$ cat src/rtl/hazard_unit_pkg.sv
// Shared pipeline encodings for the 5-stage RISC-V core.
// Also holds the operand-forwarding priority rule used by the hazard unit.
package hazard_unit_pkg;

    typedef logic [4:0] regIdx_t;

    localparam regIdx_t REG_X0 = 5'd0;

    localparam logic [1:0] RES_ALU  = 2'b00;
    localparam logic [1:0] RES_LOAD = 2'b01;
    localparam logic [1:0] RES_PC4  = 2'b10;

    localparam logic [1:0] FWD_RF  = 2'b00;
    localparam logic [1:0] FWD_WB  = 2'b01;
    localparam logic [1:0] FWD_MEM = 2'b10;

    // MEM is the younger producer, so it wins over WB; x0 is never forwarded.
    function automatic logic [1:0] fwdSel(
        input regIdx_t rsE,
        input regIdx_t rdM,
        input logic    regWriteM,
        input regIdx_t rdW,
        input logic    regWriteW
    );
        logic [1:0] sel;
        sel = FWD_RF;
        if (regWriteM && (rdM != REG_X0) && (rdM == rsE)) begin
            sel = FWD_MEM;
        end else if (regWriteW && (rdW != REG_X0) && (rdW == rsE)) begin
            sel = FWD_WB;
        end
        return sel;
    endfunction

endpackage

$ cat src/rtl/hazard_unit_sat_counter.sv
// Event counter that sticks at all-ones instead of wrapping.
// A synchronous clear takes precedence over an increment in the same cycle.
module sat_counter #(
    parameter int W = 16
) (
    input  logic         Clk,
    input  logic         Rst,
    input  logic         inc,
    input  logic         clr,
    output logic [W-1:0] count
);

    always_ff @(posedge Clk or posedge Rst) begin
        if (Rst) begin
            count <= '0;
        end else if (clr) begin
            count <= '0;
        end else if (inc && (count != '1)) begin
            count <= count + 1'b1;
        end
    end

endmodule

$ cat src/rtl/hazard_unit.sv
// Hazard and forwarding controller for the 5-stage pipeline: forwarding
// selects, load-use stall, redirect flush, event counters and a stall watchdog.
module hazard_unit
    import hazard_unit_pkg::*;
#(
    parameter int CNT_W     = 16,
    parameter int MAX_STALL = 2
) (
    input  logic             Clk,
    input  logic             Rst,
    input  logic [4:0]       Rs1D,
    input  logic [4:0]       Rs2D,
    input  logic [4:0]       Rs1E,
    input  logic [4:0]       Rs2E,
    input  logic [4:0]       RdE,
    input  logic [4:0]       RdM,
    input  logic [4:0]       RdW,
    input  logic             RegWriteM,
    input  logic             RegWriteW,
    input  logic [1:0]       ResSrcE,
    input  logic             PcSrcE,
    input  logic             CntClr,
    output logic [1:0]       ForwardAE,
    output logic [1:0]       ForwardBE,
    output logic             StallF,
    output logic             StallD,
    output logic             FlushD,
    output logic             FlushE,
    output logic [CNT_W-1:0] StallCnt,
    output logic [CNT_W-1:0] FlushCnt,
    output logic             HazardErr
);

    localparam int RUN_W = $clog2(MAX_STALL + 2);
    localparam logic [RUN_W-1:0] RUN_LIMIT = RUN_W'(MAX_STALL);

    localparam logic [0:0] ST_OK  = 1'b0;
    localparam logic [0:0] ST_ERR = 1'b1;

    logic             lwStall;
    logic [0:0]       state;
    logic [RUN_W-1:0] runLen;

    // Reset forces a bubble into ID/EX and IF/ID so the pipeline restarts clean.
    always_comb begin
        ForwardAE = FWD_RF;
        ForwardBE = FWD_RF;
        StallF    = 1'b0;
        StallD    = 1'b0;
        FlushD    = 1'b1;
        FlushE    = 1'b1;
        lwStall   = (ResSrcE == RES_LOAD) && (RdE != REG_X0) &&
                    ((RdE == Rs1D) || (RdE == Rs2D));
        if (!Rst) begin
            ForwardAE = fwdSel(Rs1E, RdM, RegWriteM, RdW, RegWriteW);
            ForwardBE = fwdSel(Rs2E, RdM, RegWriteM, RdW, RegWriteW);
            StallF    = lwStall && !PcSrcE;
            StallD    = lwStall && !PcSrcE;
            FlushD    = PcSrcE;
            FlushE    = lwStall || PcSrcE;
        end
    end

    sat_counter #(.W(CNT_W)) stallCounter (
        .Clk   (Clk),
        .Rst   (Rst),
        .inc   (StallD),
        .clr   (CntClr),
        .count (StallCnt)
    );

    sat_counter #(.W(CNT_W)) flushCounter (
        .Clk   (Clk),
        .Rst   (Rst),
        .inc   (PcSrcE),
        .clr   (CntClr),
        .count (FlushCnt)
    );

    // Watchdog: one stall past MAX_STALL consecutive cycles latches ERR until reset.
    always_ff @(posedge Clk or posedge Rst) begin
        if (Rst) begin
            state  <= ST_OK;
            runLen <= '0;
        end else begin
            case (state)
                ST_OK: begin
                    if (StallD) begin
                        if (runLen == RUN_LIMIT) begin
                            state  <= ST_ERR;
                            runLen <= '0;
                        end else begin
                            runLen <= runLen + 1'b1;
                        end
                    end else begin
                        runLen <= '0;
                    end
                end
                default: begin
                    state  <= ST_ERR;
                    runLen <= '0;
                end
            endcase
        end
    end

    assign HazardErr = (state == ST_ERR);

endmodule
$ cat config.mk
export PLATFORM = sky130hd
export DESIGN_NAME = hazard_unit
export DESIGN_NICKNAME = d
export VERILOG_FILES = /design/src/rtl/hazard_unit_pkg.sv /design/src/rtl/hazard_unit_sat_counter.sv /design/src/rtl/hazard_unit.sv
export SDC_FILE = /design/constraint.sdc
export NUM_CORES = 1
export LEC_CHECK = 0
export CAP_MARGIN = 20
export CELL_PAD_IN_SITES_DETAIL_PLACEMENT = 0
export CELL_PAD_IN_SITES_GLOBAL_PLACEMENT = 2
export CORE_MARGIN = 2
export CORE_UTILIZATION = 26
export DETAILED_ROUTE_END_ITERATION = 16
export GPL_TIMING_DRIVEN = 1
export PLACE_DENSITY = 0.83
export SLEW_MARGIN = 10
export SYNTH_ARGS = -nofsm -noshare
export SYNTH_HDL_FRONTEND = slang
export SYNTH_HIERARCHICAL = 1
export SYNTH_SLANG_ARGS = --single-unit
$ cat constraint.sdc
create_clock -name Clk -period 2.04 [get_ports Clk]
set_input_delay 0.306 -clock Clk [delete_from_list [all_inputs] [get_ports Clk]]
set_output_delay 0.306 -clock Clk [all_outputs]
set_load 0.01 [all_outputs]
==> flow_results.xml <==
<?xml version="1.0" encoding="UTF-8"?>
<metrics>
  <group name="layout">
    <metric name="flow.area_growth_from_synthesis" unit="%">62.60</metric>
    <metric name="final_standard_cell_utilization_of_the_core" unit="%">43.14</metric>
    <metric name="layout_commonest_cell" unit="">sky130_fd_sc_hd__buf_4</metric>
    <metric name="final_design_area_no_fill" unit="mm²">0.003949</metric>
    <metric name="antenna-diode-count" unit="">0</metric>
    <metric name="most_used_cells_in_the_layout_excluding_fill_and_tap_cells" unit="">sky130_fd_sc_hd__buf_4, sky130_fd_sc_hd__clkdlybuf4s50_1, sky130_fd_sc_hd__dfrtp_1, sky130_fd_sc_hd__a21oi_1, sky130_fd_sc_hd__xor2_1</metric>
    <metric name="post_layout_nonfiller_instances" unit="">521</metric>
    <metric name="ratio_of_cells_with_drive_above_1_in_the_final_layout" unit="%">31.46</metric>
    <metric name="final_net_count" unit="">454</metric>
  </group>
  <group name="worst_setup_path">
    <metric name="regToRegStartpoint" unit="">flushCounter/count[8]</metric>
    <metric name="setup.worst_path.class" unit="">input pin to flop</metric>
    <metric name="rr_endpoint" unit="">flushCounter/count[13]</metric>
    <metric name="reg2reg_depth" unit="">4</metric>
    <metric name="ff2ff_setup_slack" unit="ps">160</metric>
    <metric name="arrival" unit="ps">2230</metric>
    <metric name="critical_path_peak_fanout" unit="">4</metric>
    <metric name="timing.critical_path.from_type" unit="">input pin</metric>
    <metric name="endpoint_kind" unit="">flop</metric>
    <metric name="critPathRequiredTime" unit="ps">2260</metric>
  </group>
  <group name="grt">
    <metric name="wire_length_of_the_first_global_routing_pass" unit="µm">12200</metric>
    <metric name="grt_max_degree" unit="">39</metric>
    <metric name="grt_busiest_layer" unit="">met2</metric>
    <metric name="grt_use_met2" unit="%">25.38</metric>
    <metric name="grt.total_usage" unit="%">14.92</metric>
    <metric name="grt_overflow" unit="">0</metric>
    <metric name="met3_usage_in_global_routing" unit="%">3.953</metric>
    <metric name="grt_antenna_before_repair" unit="">0</metric>
    <metric name="first_global_vias" unit="">2662</metric>
    <metric name="globalRouteMet1Util" unit="%">17.86</metric>
  </group>
  <group name="synthesis">
    <metric name="post_synth_num_cell_types" unit="">37</metric>
    <metric name="synth_sequential_area_ratio" unit="%">36.06</metric>
    <metric name="avgSynthCellArea" unit="µm²">8.929</metric>
    <metric name="yosys.area.top_type" unit="">sky130_fd_sc_hd__dfrtp_1</metric>
    <metric name="postSynthRegisterBits" unit="">35</metric>
    <metric name="largest_family_of_logic_cells_by_synthesized_area" unit="">simple AND/OR/NAND/NOR gates</metric>
    <metric name="post-synth-top-area-fraction" unit="%">36.06</metric>
    <metric name="post_synth_inst_count" unit="">272</metric>
    <metric name="yosys_warnings" unit="">6</metric>
    <metric name="synthesis.nets" unit="">317</metric>
    <metric name="syn_area" unit="mm²">0.002429</metric>
    <metric name="synth_fa_ha_area_share" unit="%">1.030</metric>
    <metric name="synth-compound-area-share" unit="%">13.76</metric>
    <metric name="muxShareOfSynthArea" unit="%">2.679</metric>
    <metric name="synth_xor_xnor_area_share" unit="%">10.82</metric>
    <metric name="post_synth_main_area_contributors" unit="">sky130_fd_sc_hd__dfrtp_1, sky130_fd_sc_hd__xor2_1, sky130_fd_sc_hd__or4_1</metric>
    <metric name="synthSimpleGateAreaFrac" unit="%">31.89</metric>
  </group>
  <group name="placement">
    <metric name="globalplace.congestion" unit="">0.8630</metric>
    <metric name="dp_worst_setup_slack" unit="ps">-756.8</metric>
    <metric name="place_hpwl" unit="µm">5613</metric>
    <metric name="buffer_ports.inserted" unit="">83</metric>
    <metric name="dpl-instance-area" unit="mm²">0.003742</metric>
    <metric name="post-place-cells" unit="">505</metric>
  </group>
  <group name="detailed_routing">
    <metric name="detail_route.drc_violations" unit="">0</metric>
    <metric name="route.final.wire_length" unit="µm">7412</metric>
    <metric name="drtAntennaViolNets" unit="">0</metric>
    <metric name="detail_route.iter0.violations" unit="">79</metric>
    <metric name="routedWlPerCell" unit="µm">14.23</metric>
    <metric name="drt-vias-per-instance" unit="">5.100</metric>
    <metric name="route.vias.total" unit="">2657</metric>
    <metric name="drt_pass1_iterations" unit="">4</metric>
  </group>
  <group name="die">
    <metric name="fp.coreArea" unit="mm²">0.009153</metric>
    <metric name="die-width" unit="µm">100.6</metric>
    <metric name="die_area" unit="mm²">0.01013</metric>
    <metric name="start_util" unit="%">26.53</metric>
    <metric name="chip_height" unit="µm">100.6</metric>
    <metric name="design.portCount" unit="">84</metric>
    <metric name="floorplan.rows" unit="">35</metric>
  </group>
  <group name="timing">
    <metric name="fin_tns_setup" unit="ps">0</metric>
    <metric name="final-hold-violation-count" unit="">0</metric>
    <metric name="fmaxAchievable" unit="MHz">497.6</metric>
    <metric name="setup_slack" unit="ps">30.27</metric>
    <metric name="max_slew_margin" unit="%">58.58</metric>
    <metric name="grt_setup_unrepaired" unit="">true</metric>
    <metric name="timing.final.crit_share" unit="%">98.52</metric>
    <metric name="timing_max_transition_violations_final" unit="">0</metric>
    <metric name="hold_ws" unit="ps">13.16</metric>
    <metric name="finClkSkew" unit="ps">4.333</metric>
    <metric name="setup-violations-final" unit="">0</metric>
    <metric name="tightestPinTransition" unit="ps">616.6</metric>
    <metric name="post-route-min-period" unit="ps">2010</metric>
  </group>
  <group name="pwr">
    <metric name="power.switching" unit="mW">0.4108</metric>
    <metric name="seqPwrFrac" unit="%">41.9</metric>
    <metric name="power_report.internal_total" unit="mW">1.260</metric>
    <metric name="switching_share" unit="%">24.58</metric>
    <metric name="power.static_leakage" unit="nW">1.574</metric>
    <metric name="clock_power_share" unit="%">39.6</metric>
    <metric name="power.density" unit="mW/mm²">423.2</metric>
    <metric name="comb_power_share" unit="%">18.5</metric>
    <metric name="irDropWorstVdd" unit="mV">0.2025</metric>
    <metric name="totalPowerFinal" unit="mW">1.671</metric>
  </group>
  <group name="worst_hold_path">
    <metric name="min-delay-path-class" unit="">input pin to asynchronous set/reset pin</metric>
  </group>
  <group name="cts">
    <metric name="clkLatencyLatePin" unit="ps">290</metric>
    <metric name="number_of_buffers_inserted_during_clock_tree_synthesis" unit="">5</metric>
    <metric name="tritoncts" unit="">built</metric>
    <metric name="clock_sinks" unit="">35</metric>
    <metric name="cts_root_buf" unit="">sky130_fd_sc_hd__clkbuf_8</metric>
    <metric name="htree_levels" unit="">2</metric>
    <metric name="ctsHoldBuffers" unit="">0</metric>
    <metric name="max-clock-path-buffers" unit="">2</metric>
    <metric name="clkTransAtPathRegs" unit="ps">80</metric>
  </group>
  <group name="run">
    <metric name="max-cap-violations" unit="">0</metric>
  </group>
  <group name="status">
    <metric name="outcome" unit="">finished, final reports clean</metric>
  </group>
</metrics>
==> Yosys cell counts <==
master,instances
sky130_fd_sc_hd__a22oi_1,1
sky130_fd_sc_hd__nand2b_1,4
sky130_fd_sc_hd__o211ai_1,1
sky130_fd_sc_hd__nand4_4,2
sky130_fd_sc_hd__o21ai_1,1
sky130_fd_sc_hd__o31ai_1,11
sky130_fd_sc_hd__a31oi_1,2
sky130_fd_sc_hd__o21ai_0,11
sky130_fd_sc_hd__clkbuf_2,2
sky130_fd_sc_hd__nor4_2,2
sky130_fd_sc_hd__buf_4,3
sky130_fd_sc_hd__mux2i_1,2
sky130_fd_sc_hd__nand3_1,17
sky130_fd_sc_hd__nor2b_1,7
sky130_fd_sc_hd__clkbuf_1,2
sky130_fd_sc_hd__nor3_1,14
sky130_fd_sc_hd__or3_1,12
sky130_fd_sc_hd__nand4_1,8
sky130_fd_sc_hd__or4_1,18
sky130_fd_sc_hd__nor2_1,9
sky130_fd_sc_hd__inv_1,9
sky130_fd_sc_hd__xnor2_1,10
sky130_fd_sc_hd__nor4_1,9
sky130_fd_sc_hd__xor2_1,20
sky130_fd_sc_hd__dlygate4sd1_1,2
sky130_fd_sc_hd__o41ai_1,4
sky130_fd_sc_hd__o21ai_2,1
sky130_fd_sc_hd__or3_2,2
sky130_fd_sc_hd__or4_4,2
sky130_fd_sc_hd__nand3b_1,1
sky130_fd_sc_hd__nand2_1,14
sky130_fd_sc_hd__a21oi_1,24
sky130_fd_sc_hd__dfrtp_1,35
sky130_fd_sc_hd__and4_1,2
sky130_fd_sc_hd__mux2_2,4
sky130_fd_sc_hd__ha_1,2
sky130_fd_sc_hd__or4_2,2
==> worst max path at each step <==
stage / from / endpoint / slack, ps
floorplan: RdE[4] / stallCounter/count[13] / -390
global placement: RdE[4] / stallCounter/count[12] / -700
detailed placement: RdE[4] / stallCounter/count[12] / -760
CTS: Rs1D[4] / stallCounter/count[13] / -120
global route: Rs2D[2] / stallCounter/count[15] / -30
finish: Rs2D[2] / stallCounter/count[13] / 30
==> registers in the layout, indices dropped and copies added (netlist names) <==
register,cells
stallCounter/count,16
runLen,2
flushCounter/count,16
HazardErr,1
==> worst max-delay path: stages <==
cell and delay [ps]:
sky130_fd_sc_hd__buf_6 90, sky130_fd_sc_hd__xor2_1 150, sky130_fd_sc_hd__nor3_2 180, sky130_fd_sc_hd__a22oi_2 120, sky130_fd_sc_hd__nor3_4 260, sky130_fd_sc_hd__nand3_4 100, sky130_fd_sc_hd__or4_4 450, sky130_fd_sc_hd__or4_4 430
sky130_fd_sc_hd__a21oi_2 140
==> timing repair <==
item	in CTS	in global routing
pin swaps	25	14
setup buffers	4	6
resized for setup	124	38
endpoints found under the setup margin	24	14
==> layout make-up <==
class	instances	area, µm²
fillers	910	5204
multi-input cells	219	1593
repair buffers	139	1190
flip-flops and latches	35	875.8
well taps	111	138.9
clock buffers	6	82.58
clock inverters	2	35.03
inverters	9	33.78
==> per-layer routing <==
layer / wire [µm] / share of wire, %
met5: 0 / 0
met4: 106 / 1.4
met3: 477 / 6.4
met2: 3733 / 50
met1: 3095 / 42
==> logic make-up (layout without fill, tap and decap cells) <==
group	count (synthesis)	count (layout)
AOI/OAI and AO/OA	56	56
xor gates and xnor gates	30	30
adders and majority gates	2	2
buffers and inverters	18	156
DFF	35	35
muxes	6	6
and+or+nand+nor	125	125
==> power groups by stage <==
stage | Clock (mW) | Combinational [mW] | Sequential, mW
after floorplan | 0 | 0.107 | 0.718
after global placement | 0 | 0.301 | 0.713
after detailed placement | 0 | 0.305 | 0.713
after CTS | 0.680 | 0.301 | 0.700
after global routing | 0.700 | 0.337 | 0.700
final | 0.663 | 0.309 | 0.700
Note: power is estimated with default switching activity, not from simulation.
